**config.mk**
```make
export PLATFORM = sky130hd
export DESIGN_NAME = mem_dmem_ctrl
export DESIGN_NICKNAME = d
export VERILOG_FILES = /design/src/rtl/mem_dmem_ctrl_pkg.sv /design/src/rtl/mem_dmem_ctrl_load_ext.sv /design/src/rtl/mem_dmem_ctrl.sv
export SDC_FILE = /design/constraint.sdc
export NUM_CORES = 1
export LEC_CHECK = 0
export CAP_MARGIN = 30
export CORE_MARGIN = 8
export CORE_UTILIZATION = 39
export DETAILED_ROUTE_END_ITERATION = 6
export GPL_TIMING_DRIVEN = 0
export PLACE_DENSITY = 0.74
export SYNTH_ARGS = -nofsm -noshare
export SYNTH_HDL_FRONTEND = slang
export SYNTH_SLANG_ARGS = --single-unit
```
**constraint.sdc**
```tcl
create_clock -name clk -period 1.9 [get_ports clk]
set_input_delay 0.285 -clock clk [delete_from_list [all_inputs] [get_ports clk]]
set_output_delay 0.285 -clock clk [all_outputs]
set_load 0.005 [all_outputs]
```
**src/rtl/mem_dmem_ctrl_pkg.sv**
```systemverilog
// Shared encodings for the MEM-stage data-memory controller: access sizes,
// write-back select codes and the access FSM states.
package mem_dmem_ctrl_pkg;

    localparam logic [2:0] F3_LB  = 3'b000;
    localparam logic [2:0] F3_LH  = 3'b001;
    localparam logic [2:0] F3_LW  = 3'b010;
    localparam logic [2:0] F3_LBU = 3'b100;
    localparam logic [2:0] F3_LHU = 3'b101;

    localparam logic [1:0] WD_ALU  = 2'b00;
    localparam logic [1:0] WD_DRAM = 2'b01;
    localparam logic [1:0] WD_PC4  = 2'b10;

    typedef enum logic [1:0] {
        S_IDLE = 2'd0,
        S_REQ  = 2'd1,
        S_DONE = 2'd2
    } state_t;

    // funct3[1:0] carries the size; anything wider than a halfword is word-checked.
    function automatic logic misaligned(input logic [2:0] f3, input logic [1:0] off);
        case (f3[1:0])
            2'b00:   return 1'b0;
            2'b01:   return off[0];
            default: return off != 2'b00;
        endcase
    endfunction

endpackage

```
**src/rtl/mem_dmem_ctrl_load_ext.sv**
```systemverilog
// Byte/halfword lane select and sign/zero extension of a read word.
module mem_load_ext
    import mem_dmem_ctrl_pkg::*;
(
    input  logic [31:0] i_rdata,
    input  logic [1:0]  i_off,
    input  logic [2:0]  i_funct3,
    output logic [31:0] o_data
);

    logic [7:0]  w_byte;
    logic [15:0] w_half;

    always_comb begin
        w_byte = i_rdata[{i_off, 3'b000} +: 8];
        w_half = i_off[1] ? i_rdata[31:16] : i_rdata[15:0];
        case (i_funct3)
            F3_LB:   o_data = {{24{w_byte[7]}}, w_byte};
            F3_LH:   o_data = {{16{w_half[15]}}, w_half};
            F3_LBU:  o_data = {24'd0, w_byte};
            F3_LHU:  o_data = {16'd0, w_half};
            default: o_data = i_rdata;
        endcase
    end

endmodule

```
**src/rtl/mem_dmem_ctrl.sv**
```systemverilog
// MEM-stage data-memory controller: req/ready handshake with timeout, store lane
// steering, load extraction and write-back select feeding MEM/WB.
module mem_dmem_ctrl
    import mem_dmem_ctrl_pkg::*;
#(
    parameter int TIMEOUT_CYC = 255
) (
    input  logic        clk,
    input  logic        rst_n,
    input  logic        mem_have_inst,
    input  logic [31:0] MEM_ALUC,
    input  logic [31:0] MEM_rD2,
    input  logic        MEM_dram_re,
    input  logic        MEM_dram_we,
    input  logic [2:0]  MEM_funct3,
    input  logic [1:0]  MEM_wd_sel,
    input  logic [31:0] MEM_pc4,
    output logic        dram_req,
    output logic        dram_we,
    output logic [31:0] dram_addr,
    output logic [31:0] dram_wdata,
    output logic [3:0]  dram_wstrb,
    input  logic        dram_ready,
    input  logic [31:0] dram_rdata,
    output logic [31:0] MEM_DRAMrd,
    output logic [31:0] MEM_wD,
    output logic        mem_stall,
    output logic        mem_err
);

    localparam int             CW       = (TIMEOUT_CYC > 2) ? $clog2(TIMEOUT_CYC) : 1;
    localparam logic [CW-1:0]  CNT_LAST = CW'(TIMEOUT_CYC - 1);

    state_t        r_state, w_next;
    logic [CW-1:0] r_cnt;
    logic [31:0]   r_rdata;
    logic          r_err, r_req, r_we;
    logic [31:0]   r_addr, r_wdata;
    logic [3:0]    r_wstrb;

    logic        w_acc, w_mis, w_go, w_store, w_load, w_stall;
    logic [31:0] w_wdata, w_ext;
    logic [3:0]  w_wstrb;

    assign w_acc   = mem_have_inst & (MEM_dram_re | MEM_dram_we);
    assign w_mis   = misaligned(MEM_funct3, MEM_ALUC[1:0]);
    assign w_go    = w_acc & ~w_mis;
    assign w_store = MEM_dram_we;
    assign w_load  = mem_have_inst & MEM_dram_re & ~MEM_dram_we;

    always_comb begin
        w_wdata = MEM_rD2;
        w_wstrb = 4'b1111;
        case (MEM_funct3[1:0])
            2'b00: begin
                w_wdata = {4{MEM_rD2[7:0]}};
                w_wstrb = 4'b0001 << MEM_ALUC[1:0];
            end
            2'b01: begin
                w_wdata = {2{MEM_rD2[15:0]}};
                w_wstrb = 4'b0011 << {MEM_ALUC[1], 1'b0};
            end
            default: ;
        endcase
        if (!w_store) begin
            w_wdata = '0;
            w_wstrb = '0;
        end
    end

    always_comb begin
        w_next  = r_state;
        w_stall = 1'b0;
        case (r_state)
            S_IDLE: begin
                w_stall = w_go;
                if (w_go) w_next = S_REQ;
            end
            S_REQ: begin
                w_stall = 1'b1;
                if (dram_ready || r_cnt == CNT_LAST) w_next = S_DONE;
            end
            default: w_next = S_IDLE;
        endcase
    end

    always_ff @(posedge clk or negedge rst_n) begin
        if (!rst_n) r_state <= S_IDLE;
        else        r_state <= w_next;
    end

    always_ff @(posedge clk or negedge rst_n) begin
        if (!rst_n) begin
            r_cnt   <= '0;
            r_rdata <= '0;
            r_err   <= 1'b0;
            r_req   <= 1'b0;
            r_we    <= 1'b0;
            r_addr  <= '0;
            r_wdata <= '0;
            r_wstrb <= '0;
        end else begin
            r_err <= 1'b0;
            case (r_state)
                S_IDLE: begin
                    r_cnt <= '0;
                    if (w_go) begin
                        r_req   <= 1'b1;
                        r_we    <= w_store;
                        r_addr  <= {MEM_ALUC[31:2], 2'b00};
                        r_wdata <= w_wdata;
                        r_wstrb <= w_wstrb;
                    end else if (w_acc) begin
                        r_err <= 1'b1;
                    end
                end
                S_REQ: begin
                    if (dram_ready) begin
                        r_req   <= 1'b0;
                        r_we    <= 1'b0;
                        r_wstrb <= '0;
                        r_rdata <= dram_rdata;
                    end else if (r_cnt == CNT_LAST) begin
                        // Abort: no data ever arrives, so the load reads as zero.
                        r_req   <= 1'b0;
                        r_we    <= 1'b0;
                        r_wstrb <= '0;
                        r_rdata <= '0;
                        r_err   <= 1'b1;
                    end else begin
                        r_cnt <= r_cnt + 1'b1;
                    end
                end
                default: ;
            endcase
        end
    end

    mem_load_ext u_ext (
        .i_rdata  (r_rdata),
        .i_off    (MEM_ALUC[1:0]),
        .i_funct3 (MEM_funct3),
        .o_data   (w_ext)
    );

    assign MEM_DRAMrd = (w_load & ~w_mis) ? w_ext : '0;

    always_comb begin
        case (MEM_wd_sel)
            WD_DRAM: MEM_wD = MEM_DRAMrd;
            WD_PC4:  MEM_wD = MEM_pc4;
            default: MEM_wD = MEM_ALUC;
        endcase
    end

    // Reset gates the stall so a request dropped mid-flight cannot freeze the pipe.
    assign mem_stall  = w_stall & rst_n;
    assign dram_req   = r_req;
    assign dram_we    = r_we;
    assign dram_addr  = r_addr;
    assign dram_wdata = r_wdata;
    assign dram_wstrb = r_wstrb;
    assign mem_err    = r_err;

endmodule

```
* After elaboration in Yosys (flattened, before gate mapping)
Index checks and enable logic that the tools add are counted.
** Word-level totals
- Register bits after elaboration :: 111
- Input port bits :: 139
- Output and inout bits :: 136
- Word-level logic and storage cells :: 80
** Operators by class
- $add $sub $neg :: 1
- Equality and inequality tests :: 13
- Shifts and indexed selects :: 3
- Mux-type cells :: 33
- Bitwise operators :: 9
- Reduce and logical (&&, ||, !) cells :: 12
** Operator list (count)
- 32-bit two-way mux :: 4
- 32-bit case mux with 2 select lines :: 2
- 32-bit case mux with 4 select lines :: 1
- 32-bit by 6-bit indexed part select with 8-bit output :: 1
- 16-bit two-way mux :: 1
- 4-bit two-way mux :: 4
- 8-bit two-way mux :: 2
- 4-bit case mux with 2 select lines :: 2
- 8-bit case mux with 2 select lines :: 1
- 1-bit case mux with 2 select lines :: 5
- 8-bit by 1-bit adder with 8-bit output (second input constant) :: 1
- 8-bit equality test (second input constant) :: 1
- 1-bit two-way mux :: 8
- 2-bit != test (second input constant) :: 4
- 1-bit AND :: 6
- 2-bit by 1-bit equality test with 1-bit output (second input constant) :: 3
- 3-bit equality test (second input constant) :: 2
- 2-bit AND reduction :: 3
- 3-bit AND reduction :: 2
- 2-bit nonzero test :: 3
- 2-bit logical NOT :: 2
- 2-bit two-way mux :: 2
- 2-bit case mux with 2 select lines :: 1
- 1-bit by 2-bit << shifter with 4-bit output (first input constant) :: 1
- 8 further kinds :: 9

* Logic depth before layout (Yosys ltp)
Gate-level depths: netlist (run 1).
- Depth in word-level cells :: 6
- Mapped depth :: 8
- Gate-level depth less buffers :: 6

* By module
A second synthesis (run 1) with hierarchy kept.
** Unflattened totals
- Cells, all modules :: 708
- Area, all modules :: 6358.6 um^2
** By module, submodules not included
- mem_dmem_ctrl :: times used 1, cells an instance 590, area each 5597.9 um^2, sequential area each 2777.7 um^2
- mem_load_ext :: times used 1, cells an instance 118, area each 760.7 um^2, sequential area each 0.0 um^2

* Worst setup path after synthesis (run 1)
OpenSTA, ideal clock, no wires.
- Path type :: input port to output port
- Start :: input MEM_funct3[0]
- End :: output MEM_wD[19]
- Arrival :: 1.610 ns
- Data required time :: 1.615 ns
- Slack :: 0.005 ns
- Stages :: 6
- Buffers on the path :: 2
- Cell sequence :: buf_2 > and2_1 > nor4_4 > o221ai_2 > clkbuf_1 > o21ai_0
** Between the ends
- Word-level cells in the longest chain between the ends :: 6
- Elaborated cells on any way between the ends :: 12
- Those cells by class :: 4 x eq/ne; 4 x mux; 2 x bitwise; 2 x reduce/logical
** RTL lines
- from (decl) :: line mem_dmem_ctrl.sv:15 : input logic [2:0] MEM_funct3,
- 2-bit by 1-bit equality test with 1-bit output or 2-bit logical NOT (tied branches) :: line mem_dmem_ctrl_pkg.sv:23 : case (f3[1:0])
- 1-bit case mux with 2 select lines :: line mem_dmem_ctrl_pkg.sv:23
- 1-bit NOT :: line mem_dmem_ctrl.sv:146 : assign MEM_DRAMrd = (w_load & ~w_mis) ? w_ext : '0;
- 1-bit AND :: line mem_dmem_ctrl.sv:146
- 32-bit two-way mux (*) :: line mem_dmem_ctrl.sv:146
- 32-bit case mux with 2 select lines (*) :: line mem_dmem_ctrl.sv:149 : case (MEM_wd_sel)
- to (decl) :: line mem_dmem_ctrl.sv:26 : output logic [31:0] MEM_wD,
Every way passes the cells marked *; elsewhere a longest branch is shown, timed or not.

* Final worst setup path (run 1)
- Start :: register r_rdata[31]
- End :: output MEM_wD[7]
** Between the ends
- Word-level cells in the longest chain between the ends :: 4
** RTL lines
- from (decl) :: line mem_dmem_ctrl.sv:36 : logic [31:0] r_rdata;
- from (signal assigned) :: line mem_dmem_ctrl.sv:122 : r_rdata <= dram_rdata;
- 32-bit by 6-bit indexed part select with 8-bit output :: line mem_dmem_ctrl_load_ext.sv:15 : w_byte = i_rdata[{i_off, 3'b000} +: 8];
- 32-bit case mux with 4 select lines :: line mem_dmem_ctrl_load_ext.sv:17 : case (i_funct3)
- 32-bit two-way mux :: line mem_dmem_ctrl.sv:146
- 32-bit case mux with 2 select lines :: line mem_dmem_ctrl.sv:149
No other way between the ends.

==> flow_metrics.py, run 1 <==
metrics = {
    "place": {
        "place_congestion": 0.904,
        "io_buffers": 268,
        "dp_hpwl_mm": 21.2,
        "place_area_um2": 9540,
    },
    "floorplanning": {
        "num_io_pins": 275,
        "start_util_pct": 39.6,
        "die_w_um": 146,
        "dieArea_um2": 21200,
        "die_y_um": 146,
        "core-area_um2": 16500,
        "row_count": 47,
    },
    "finish": {
        "layout.nets": 1292,
        "drive_gt1_share_pct": 28.4,
        "nFillCells": 1282,
        "syn_to_final_growth_pct": 69.7,
        "final_cell_area_um2": 11100,
    },
    "yosys": {
        "synth_top_area_share_pct": 42.4,
        "synth_cells": 794,
        "synth-seq-cells": 111,
        "synth_edf_count": 0,
        "yosys_warnings": 0,
        "synth.cell_area_um2": 6550,
        "async_flop_share_pct": 100,
        "synth_common_cells": "nand2_1 (220), dfrtp_1 (111), mux2i_1 (65)",
        "synth_area_leaders": "dfrtp_1 (42%), nand2_1 (13%), mux2i_1 (9.9%)",
        "synth-seq-area-share_pct": 42.4,
        "synth_top_area_cell": "dfrtp_1",
        "synth_most_common_cell": "nand2_1",
        "synth_ff_type": "dfrtp_1",
        "avgSynthCellArea_um2": 8.25,
        "synth_cell_type_count": 50,
    },
    "timing": {
        "drv_slew": 0,
        "fin_hold_ws_ps": -115,
        "skew_ps": 8.81,
        "setup_viol": 64,
        "fmax_mhz": 408,
        "period_share_pct": 129,
        "fin_ws_ps": -554,
        "worst_pin_slew_ps": 772,
        "fin_crit_ps": 2450,
        "report.final.hold_viol_count": 50,
        "max-slew-margin-rel_pct": 48.5,
        "rsz0062_at_grt": "true",
        "tns_ps": -21570,
    },
    "clock_network": {
        "cts-buffers-inserted": 9,
        "numClockSinks": 111,
        "path_clk_slew_ps": 80,
        "clockBufferDepth": 2,
        "clk_latency_ps": 360,
        "root_buffer": "clkbuf_16",
        "cts_tree": "yes",
        "htreeDepth": 3,
    },
    "critical_path": {
        "worst_r2r_path_depth": 8,
        "crit_required_ps": 1620,
        "r2r-start": "r_cnt[0]",
        "worst-path-max-fanout": 4,
        "startpoint_type": "flop",
        "r2r_end": "r_rdata[23]",
        "setup.worst_path.class": "flop to output pin",
        "crit_path_end_kind": "output pin",
        "arrival_ps": 2170,
        "r2r_slack_ps": 60,
    },
    "drt": {
        "wl_per_cell_um": 21.7,
        "drc": 0,
        "ant_nets": 0,
        "viasPerCell": 5.42,
        "num_vias": 7462,
        "firstDrtPassIters": 5,
        "drt-initial-drc-count": 617,
        "drt_wl_total_mm": 29.8,
    },
    "grt": {
        "antenna_found_initial": 2,
        "grt_pass1_vias": 7438,
        "overflow": 0,
        "grt_pass1_wl_mm": 44.4,
        "grtUsageTotal_pct": 26.8,
        "grt_max_degree": 63,
    },
    "hold_path": {
        "holdCritPathClass": "input port to async pin",
    },
    "run_status": {
        "violations": "negative hold slack, negative setup slack",
        "status": "complete, but fails checks",
    },
    "flow_run": {
        "maxCapViolations": 0,
    },
    "power_and_ir_drop": {
        "peakVddDrop_mv": 0.501,
        "power.density_nw_per_um2": 813,
        "p_total_mw": 9.04,
        "p_leak_nw": 4.95,
    },
}
## critical path: stages (launching register included)
cell	delay, ps
dfrtp_2	460
mux4_2	540
o22a_1	250
o22ai_2	170
buf_4	150
o221ai_2	100
buf_2	140
## cell families (layout without fill, tap and decap cells)
logic type | count (synthesis) | after routing | synth area share (%)
other cells | 1 | 4 | 0.0573
flops | 111 | 111 | 42.4
xor+xnor | 2 | 2 | 0.267
fa+ha+maj | 4 | 4 | 0.764
simple gates | 319 | 320 | 20.3
mux | 67 | 67 | 10.4
compound gates | 185 | 185 | 18.3
buf+inv | 105 | 463 | 7.51
## worst max-delay path by stage
stage                  startpoint  depth (start not counted)  slack [ps]        endpoint
global placement            rst_n                          3       -4060       mem_stall
floorplan           MEM_funct3[0]                          6           5      MEM_wD[19]
finish                r_rdata[31]                          6        -550       MEM_wD[7]
detailed placement    MEM_dram_we                          7       -1610  MEM_DRAMrd[11]
CTS                   r_rdata[23]                          6        -520       MEM_wD[7]
global route          r_rdata[31]                          6        -560       MEM_wD[7]
## routing by layer
layer | GRT usage [%] | routed length [um] | vias to the layer above
met5 | 0 | 0 | -
met3 | 5.53 | 2360 | 61
met1 | 34.2 | 12300 | 3562
met2 | 42.9 | 14100 | 417
li1 | - | - | 3422
met4 | 12.0 | 1020 | 0
## state kept, by name, summed over array words and instances (netlist names)
register,cells
dram_wdata,32
r_rdata,32
dram_addr,30
r_cnt,8
dram_wstrb,4
r_state,2
dram_req,1
dram_we,1
mem_err,1
## what timing repair did
action                     in CTS  in global routing
resized for setup             486                 58
hold endpoints to repair       50                 50
pin swaps                      47                 16
setup endpoints to repair     157                100
buffers inserted               59                 14
gates cloned                    4                  1
## layout by cell type (no fill, tap or decap), types with 11 or more instances in the layout
master,instances
nand2_1,217
dfrtp_1,105
nand3_1,14
o21ai_2,16
buf_4,46
o21ai_1,14
o21ai_0,30
clkdlybuf4s50_1,196
mux2i_1,60
clkbuf_16,12
buf_2,64
buf_6,45
clkbuf_8,11
clkbuf_1,12
inv_1,41
nor2_1,35
a21oi_1,22
a21oi_2,20
## power by group
group,leakage [nW],switching [mW],internal (mW)
clock,0.138,0.905,1.01
combinational,3.38,1.78,1.94
sequential,1.43,0.447,2.97
total,4.95,3.13,5.91
## cell type report
| type | count | area, um2 | share of cell area (%) |
|---|---|---|---|
| Antenna cell | 2 | 5.00 | 0.0450 |
| Clock inverter | 3 | 23.8 | 0.214 |
| Clock buffer | 13 | 270 | 2.43 |
| Tap cell | 220 | 275 | 2.48 |
| Multi-Input combinational cell | 580 | 3890 | 35.0 |
| Sequential cell | 111 | 2790 | 25.1 |
| Inverter | 43 | 161 | 1.45 |
| Timing Repair Buffer | 343 | 3150 | 28.4 |
| Buffer | 61 | 549 | 4.94 |
## through the flow
| stage | hold slack, ps | worst slack [ps] | utilization [%] | std cells |
|---|---|---|---|---|
| 2_1_floorplan | -10.6 | 5.44 | - | 795 |
| 3_3_place_gp | 449 | -4060 | 57.6 | 1283 |
| 3_5_place_dp | 274 | -1610 | 57.7 | 1284 |
| 4_1_cts | -105 | -521 | 65.8 | 1362 |
| 5_1_grt | -90.6 | -562 | 67.3 | 1376 |
| 6_report | -115 | -554 | 67.3 | 1376 |
Power figures use the tool's default switching activity.
==> run 2, diff against run 1 <==
--- a/config.mk
+++ b/config.mk
@@ -7,10 +7,11 @@
 export LEC_CHECK = 0
 export CAP_MARGIN = 30
 export CORE_MARGIN = 8
-export CORE_UTILIZATION = 39
+export CORE_UTILIZATION = 40
 export DETAILED_ROUTE_END_ITERATION = 6
 export GPL_TIMING_DRIVEN = 0
-export PLACE_DENSITY = 0.74
+export HOLD_SLACK_MARGIN = 0.12
+export PLACE_DENSITY = 0.73
 export SYNTH_ARGS = -nofsm -noshare
 export SYNTH_HDL_FRONTEND = slang
 export SYNTH_SLANG_ARGS = --single-unit
==> constraint.sdc (replaced) <==
create_clock -name clk -period 2.4 [get_ports clk]
set_input_delay 0.36 -clock clk [delete_from_list [all_inputs] [get_ports clk]]
set_output_delay 0.36 -clock clk [all_outputs]
set_load 0.005 [all_outputs]
==> run 2 against run 1 <==
Compared with the run above:
- the flow finishes with violations (negative setup slack)
- register-to-register slack improved by 300 ps
- sequential power is 21% lower
- count of clock-buffer cells in the layout down 1
- critical path type unchanged
- largest cell class unchanged
- largest power group is now registers
==> flow_metrics.py, run 2 (synthesized netlist as in run 1, its figures left out) <==
metrics = {
    "hold_path": {
        "min_path_cells": 3,
        "holdCritPathClass": "input port to flop",
        "hold_end": "r_rdata[0]",
        "hold_start": "dram_ready",
    },
    "critical_path": {
        "arrival_ps": 2160,
        "worst-path-max-fanout": 3,
        "crit_path_start": "r_rdata[23]",
        "crit_required_ps": 2040,
        "cpPeakStageDelay_ps": 530,
        "cp_num_buf_inv": 4,
        "r2r_end": "r_rdata[23]",
        "r2r_slack_ps": 360,
        "crit_top_cell": "buf_6",
        "crit_path_end_kind": "output pin",
        "critPathTopFamily": "multiplexers",
        "worst_r2r_path_depth": 8,
        "startpoint_type": "flop",
        "setup.worst_path.class": "flop to output pin",
        "path_cells": "mux4_2 > nand3_4 > buf_6 > buf_6 > o221a_4 > buf_6 > o21ai_4 > buf_2",
        "cp_slowest_cell": "mux4_2",
        "r2r-start": "r_cnt[0]",
    },
    "timing": {
        "fin_ws_ps": -118,
        "skew_ps": 8.66,
        "setup_viol": 25,
        "report.final.hold_viol_count": 0,
        "drv_slew": 0,
        "fmax_mhz": 397,
        "period_share_pct": 105,
        "fin_hold_ws_ps": 419,
        "max-slew-margin-rel_pct": 51.5,
        "worst_pin_slew_ps": 728,
        "fin_crit_ps": 2520,
        "rsz0062_at_grt": "true",
    },
    "floorplanning": {
        "num_io_pins": 275,
        "row_count": 46,
        "die_w_um": 144,
        "dieArea_um2": 20700,
        "die_y_um": 144,
        "core-area_um2": 15900,
        "start_util_pct": 41.1,
    },
    "grt": {
        "grtUsageTotal_pct": 27.0,
        "grt_max_degree": 85,
        "grt_pass1_wl_mm": 42.0,
        "antenna_found_initial": 4,
        "grtUsageMet3_pct": 6.04,
        "busiest_layer": "met2",
        "grt_use_met2_pct": 42.8,
        "grt_pass1_vias": 7197,
        "grt_use_met1_pct": 34.1,
        "overflow": 0,
    },
    "finish": {
        "final_cells": 1344,
        "drive_gt1_share_pct": 20.4,
        "layout.nets": 1265,
        "mostFrequentLayoutCells": "nand2_1 (218), clkdlybuf4s50_1 (197), dfrtp_1 (106), mux2i_1 (64), nor2_1 (43)",
        "layout_commonest_cell": "nand2_1",
        "syn_to_final_growth_pct": 58.9,
    },
    "clock_network": {
        "htreeDepth": 3,
        "clk_latency_ps": 360,
        "root_buffer": "clkbuf_16",
        "cts-buffers-inserted": 9,
        "cts_tree": "yes",
        "path_clk_slew_ps": 80,
        "clockBufferDepth": 2,
        "numClockSinks": 111,
    },
    "place": {
        "dp.cells": 1280,
        "place_congestion": 0.934,
        "io_buffers": 268,
        "dp_hpwl_mm": 21.5,
    },
    "run_status": {
        "status": "complete, but fails checks",
        "violations": "negative setup slack",
    },
    "power_and_ir_drop": {
        "peakVddDrop_mv": 0.392,
        "power.density_nw_per_um2": 651,
        "p_leak_nw": 4.76,
        "p_total_mw": 6.77,
    },
    "drt": {
        "drt-initial-drc-count": 595,
        "ant_nets": 0,
        "drc": 0,
        "firstDrtPassIters": 5,
        "viasPerCell": 5.36,
        "drt_wl_total_mm": 28.6,
        "num_vias": 7204,
        "wl_per_cell_um": 21.3,
    },
    "flow_run": {
        "maxCapViolations": 0,
    },
}
[run 2: cell types whose count changed in the layout (fill, tap and decap cells not counted), moves of 6 or more]
cell / change
o21ai_0: +8
buf_2: -24
o21ai_2: -8
buf_6: -19
buf_4: -6
clkbuf_2: +16
nor2_1: +8
buf_8: -6
a21oi_1: +14
nor2_2: -6
a21oi_2: -9
dlygate4sd2_1: +13
[run 2: repair_timing]
action,4_1_cts,5_1_grt
endpoints found under the setup margin,65,52
gates cloned,1,0
pin swaps,21,17
hold buffers,2,0
hold endpoints to repair,28,0
gates resized for setup,275,73
setup buffers,40,7
[run 2: worst register-to-register path, cell delays in order, from the launching register on]
cell and delay, ps:
dfrtp_1 430, inv_1 80, ha_1 160, nand3_1 80, or2_2 310, a21oi_1 220, buf_4 250, buf_6 210
mux2i_1 220
[run 2: worst max-delay path by stage]
stage                     slack, ps        endpoint  cells past startpoint
after floorplan                 360      MEM_wD[19]                      6
after global placement        -3750       mem_stall                      3
after detailed placement      -1160  MEM_DRAMrd[13]                      7
after CTS                      -110   MEM_DRAMrd[8]                      7
after global routing           -160       MEM_wD[9]                      8
final                          -120       MEM_wD[8]                      8
[run 2: final cells by class]
| class | instances | area (um2) |
|---|---|---|
| flip-flops and latches | 111 | 2780 |
| inverters | 43 | 165 |
| clock buffers | 12 | 246 |
| fillers | 1393 | 5540 |
| diodes | 4 | 10.0 |
| well taps | 216 | 270 |
| clock inverters | 1 | 7.51 |
| multi-input cells | 579 | 3570 |
| plain buffers | 59 | 437 |
| repair buffers | 319 | 2910 |
[run 2: metal layers]
metal | up-vias | routed length, um
met5 | - | 0
met4 | 0 | 1050
met3 | 57 | 2560
met2 | 355 | 13400
met1 | 3420 | 11500
li1 | 3372 | -
[run 2: stage by stage]
stage	setup TNS, ps	setup slack (ps)	instance area (um2)	util [%]
after floorplan	0	355	6550	-
after global placement	-465000	-3750	9510	59.6
after detailed placement	-67620	-1160	9540	59.8
after CTS	-672	-107	10300	64.9
after global routing	-2180	-155	10400	65.3
final	-936	-118	10400	65.3
[run 2: where the power goes]
part	switching (mW)	total, mW	internal, mW	leakage, nW
registers	0.330	2.68	2.35	1.43
logic	1.27	2.66	1.40	3.21
clock network	0.711	1.43	0.719	0.121
==> run 3, diff against run 2 <==
==> constraint.sdc (replaced) <==
create_clock -name clk -period 2.4 [get_ports clk]
set_input_delay 0.36 -clock clk [delete_from_list [all_inputs] [get_ports clk]]
set_output_delay 0.36 -clock clk [all_outputs]
set_load 0.1 [all_outputs]
==> run 3 against run 2 <==
Compared with the run above:
- the run still ends with negative setup slack left
- critical endpoint is now MEM_wD[7]
- die area did not move
- wire length rose by 2.7%
- highest routed layer is now met5
- largest power group is now combinational cells
- sequential power barely moved
==> flow_metrics.py, run 3 (synthesized netlist as in run 1, its figures left out) <==
metrics = {
    "run_status": {
        "status": "complete, but fails checks",
        "violations": "negative setup slack",
    },
    "power_and_ir_drop": {
        "p_sw_share_pct": 51.9,
        "p_leak_nw": 4.98,
        "power_frac_clock_pct": 15.7,
        "sequentialPowerShare_pct": 26.8,
        "p_sw_mw": 5.24,
        "internal-power_mw": 4.86,
        "power.density_nw_per_um2": 856,
        "power_frac_comb_pct": 57.5,
        "peakVddDrop_mv": 0.574,
    },
    "timing": {
        "period_share_pct": 106,
        "max-slew-margin-rel_pct": 30.6,
        "tns_ps": -1830,
        "report.final.hold_viol_count": 0,
        "skew_ps": 6.72,
        "fin_crit_ps": 2540,
        "drv_slew": 0,
        "worst_pin_slew_ps": 1040,
        "setup_viol": 33,
        "fin_ws_ps": -139,
        "rsz0062_at_grt": "true",
        "fmax_mhz": 394,
    },
    "finish": {
        "nFillCells": 1157,
        "multiInputGateArea_um2": 4300,
        "final_util_pct": 74.0,
        "final_cell_area_um2": 11800,
        "mostFrequentLayoutCells": "nand2_1 (217), clkdlybuf4s50_1 (196), dfrtp_1 (107), mux2i_1 (63), buf_4 (47)",
        "layout_commonest_cell": "nand2_1",
        "syn_to_final_growth_pct": 80.2,
        "seq_area_um2": 2780,
        "final_cells": 1336,
        "drive_gt1_share_pct": 27.7,
        "layout.nets": 1254,
    },
    "clock_network": {
        "root_buffer": "clkbuf_16",
        "cts-buffers-inserted": 9,
        "numClockSinks": 111,
        "path_clk_slew_ps": 80,
        "cts_tree": "yes",
        "htreeDepth": 3,
        "clockBufferDepth": 2,
        "clk_latency_ps": 360,
    },
    "drt": {
        "drc": 0,
        "wl_per_cell_um": 22.0,
        "ant_nets": 0,
        "drt_wl_total_mm": 29.3,
        "viasPerCell": 5.48,
        "drt-initial-drc-count": 552,
        "num_vias": 7316,
        "firstDrtPassIters": 5,
    },
    "place": {
        "io_buffers": 268,
        "pre_cts_ws_ps": -1800,
        "dp.cells": 1285,
        "place_congestion": 0.907,
        "place_area_um2": 10300,
        "dp_hpwl_mm": 21.9,
    },
    "critical_path": {
        "crit_required_ps": 2040,
        "setup.worst_path.class": "flop to output pin",
        "cpPeakStageDelay_ps": 490,
        "arrival_ps": 2180,
        "crit_top_cell": "buf_12",
        "worst-path-max-fanout": 3,
        "crit_path_end_kind": "output pin",
        "cp_slowest_cell": "mux4_2",
        "path_cells": "mux4_2 > o22a_1 > o22ai_4 > buf_12 > o221ai_4 > buf_12",
        "startpoint_type": "flop",
    },
    "grt": {
        "grt_pass1_wl_mm": 43.2,
        "overflow": 0,
        "grt_max_degree": 63,
        "antenna_found_initial": 3,
        "grt_pass1_vias": 7262,
        "grtUsageTotal_pct": 27.6,
    },
    "floorplanning": {
        "num_io_pins": 275,
        "die_y_um": 144,
        "die_w_um": 144,
        "core-area_um2": 15900,
        "row_count": 46,
        "start_util_pct": 41.1,
        "dieArea_um2": 20700,
    },
    "flow_run": {
        "maxCapViolations": 0,
    },
    "hold_path": {
        "holdCritPathClass": "input port to flop",
    },
}
==> run 3: changes by cell type in the layout (fill, tap and decap cells not counted), moves of 7 or more <==
cell           change
buf_12            +37
buf_2             -29
o21ai_4           +25
o21ai_0           -23
a21oi_1           -20
a21oi_4           +19
clkbuf_2          -19
nor2_1            -14
dlygate4sd2_1     -12
nor2_2             +8
a22oi_1            -7
a22oi_2            +7
buf_4              +7
==> run 3: metrics by stage <==
step                      hold WS [ps]  power, mW
after floorplan                   64.4       6.48
after global placement             449       7.92
after detailed placement           348       8.01
after CTS                          417       9.98
after global routing               462       10.4
final                              433       10.1
==> run 3: repair_timing <==
item | 4_1_cts | 5_1_grt
cloned | 3 | 0
hold buffers | 1 | 0
pin swaps | 12 | 9
buffers inserted | 27 | 10
setup endpoints to repair | 65 | 58
hold endpoints to repair | 49 | 0
resized for setup | 615 | 37
==> run 3: path summary, 6_finish.rpt <==
check,startpoint,end,slack [ps],cells after the start
setup / recovery,r_rdata[15],MEM_wD[7],-140,6
hold / removal,dram_ready,r_rdata[1],430,3
setup reg to reg,r_cnt[0],r_rdata[19],290,8
hold reg to reg,dram_wdata[0],dram_wdata[0],470,2
max in group asynchronous,rst_n,dram_addr[2],1210,3
min in group asynchronous,rst_n,r_cnt[3],520,2
==> run 3: cell type report <==
class	instances	area share (%)
clock buffers	14	2.24
plain buffers	59	3.94
repair buffers	308	29.8
diodes	4	0.0848
multi-input cells	579	36.4
well taps	216	2.29
clock inverters	2	0.329
inverters	43	1.37
flip-flops and latches	111	23.6
==> run 3: worst max-delay path, delay by kind of cell, from the launching register on <==
family	cells	cell delay, ps
compound gates	3	570
buf+inv	2	320
flops	1	430
mux	1	490
==> run 3: power by group through the flow <==
stage / sequential (mW) / combinational, mW / clock, mW
floorplan: 4.77 / 1.71 / 0
global route: 2.74 / 6.01 / 1.68
detailed placement: 2.71 / 5.30 / 0
CTS: 2.67 / 5.71 / 1.60
global placement: 2.69 / 5.23 / 0
finish: 2.70 / 5.81 / 1.59
==> run 3: per-layer routing <==
metal / share of wire (%) / GRT usage, % / vias to the layer above
met5: 0.044 / 0 / -
met4: 2.9 / 10.6 / 2
met3: 9.0 / 6.80 / 56
met2: 50 / 46.9 / 354
met1: 38 / 32.9 / 3543
li1: - / - / 3361
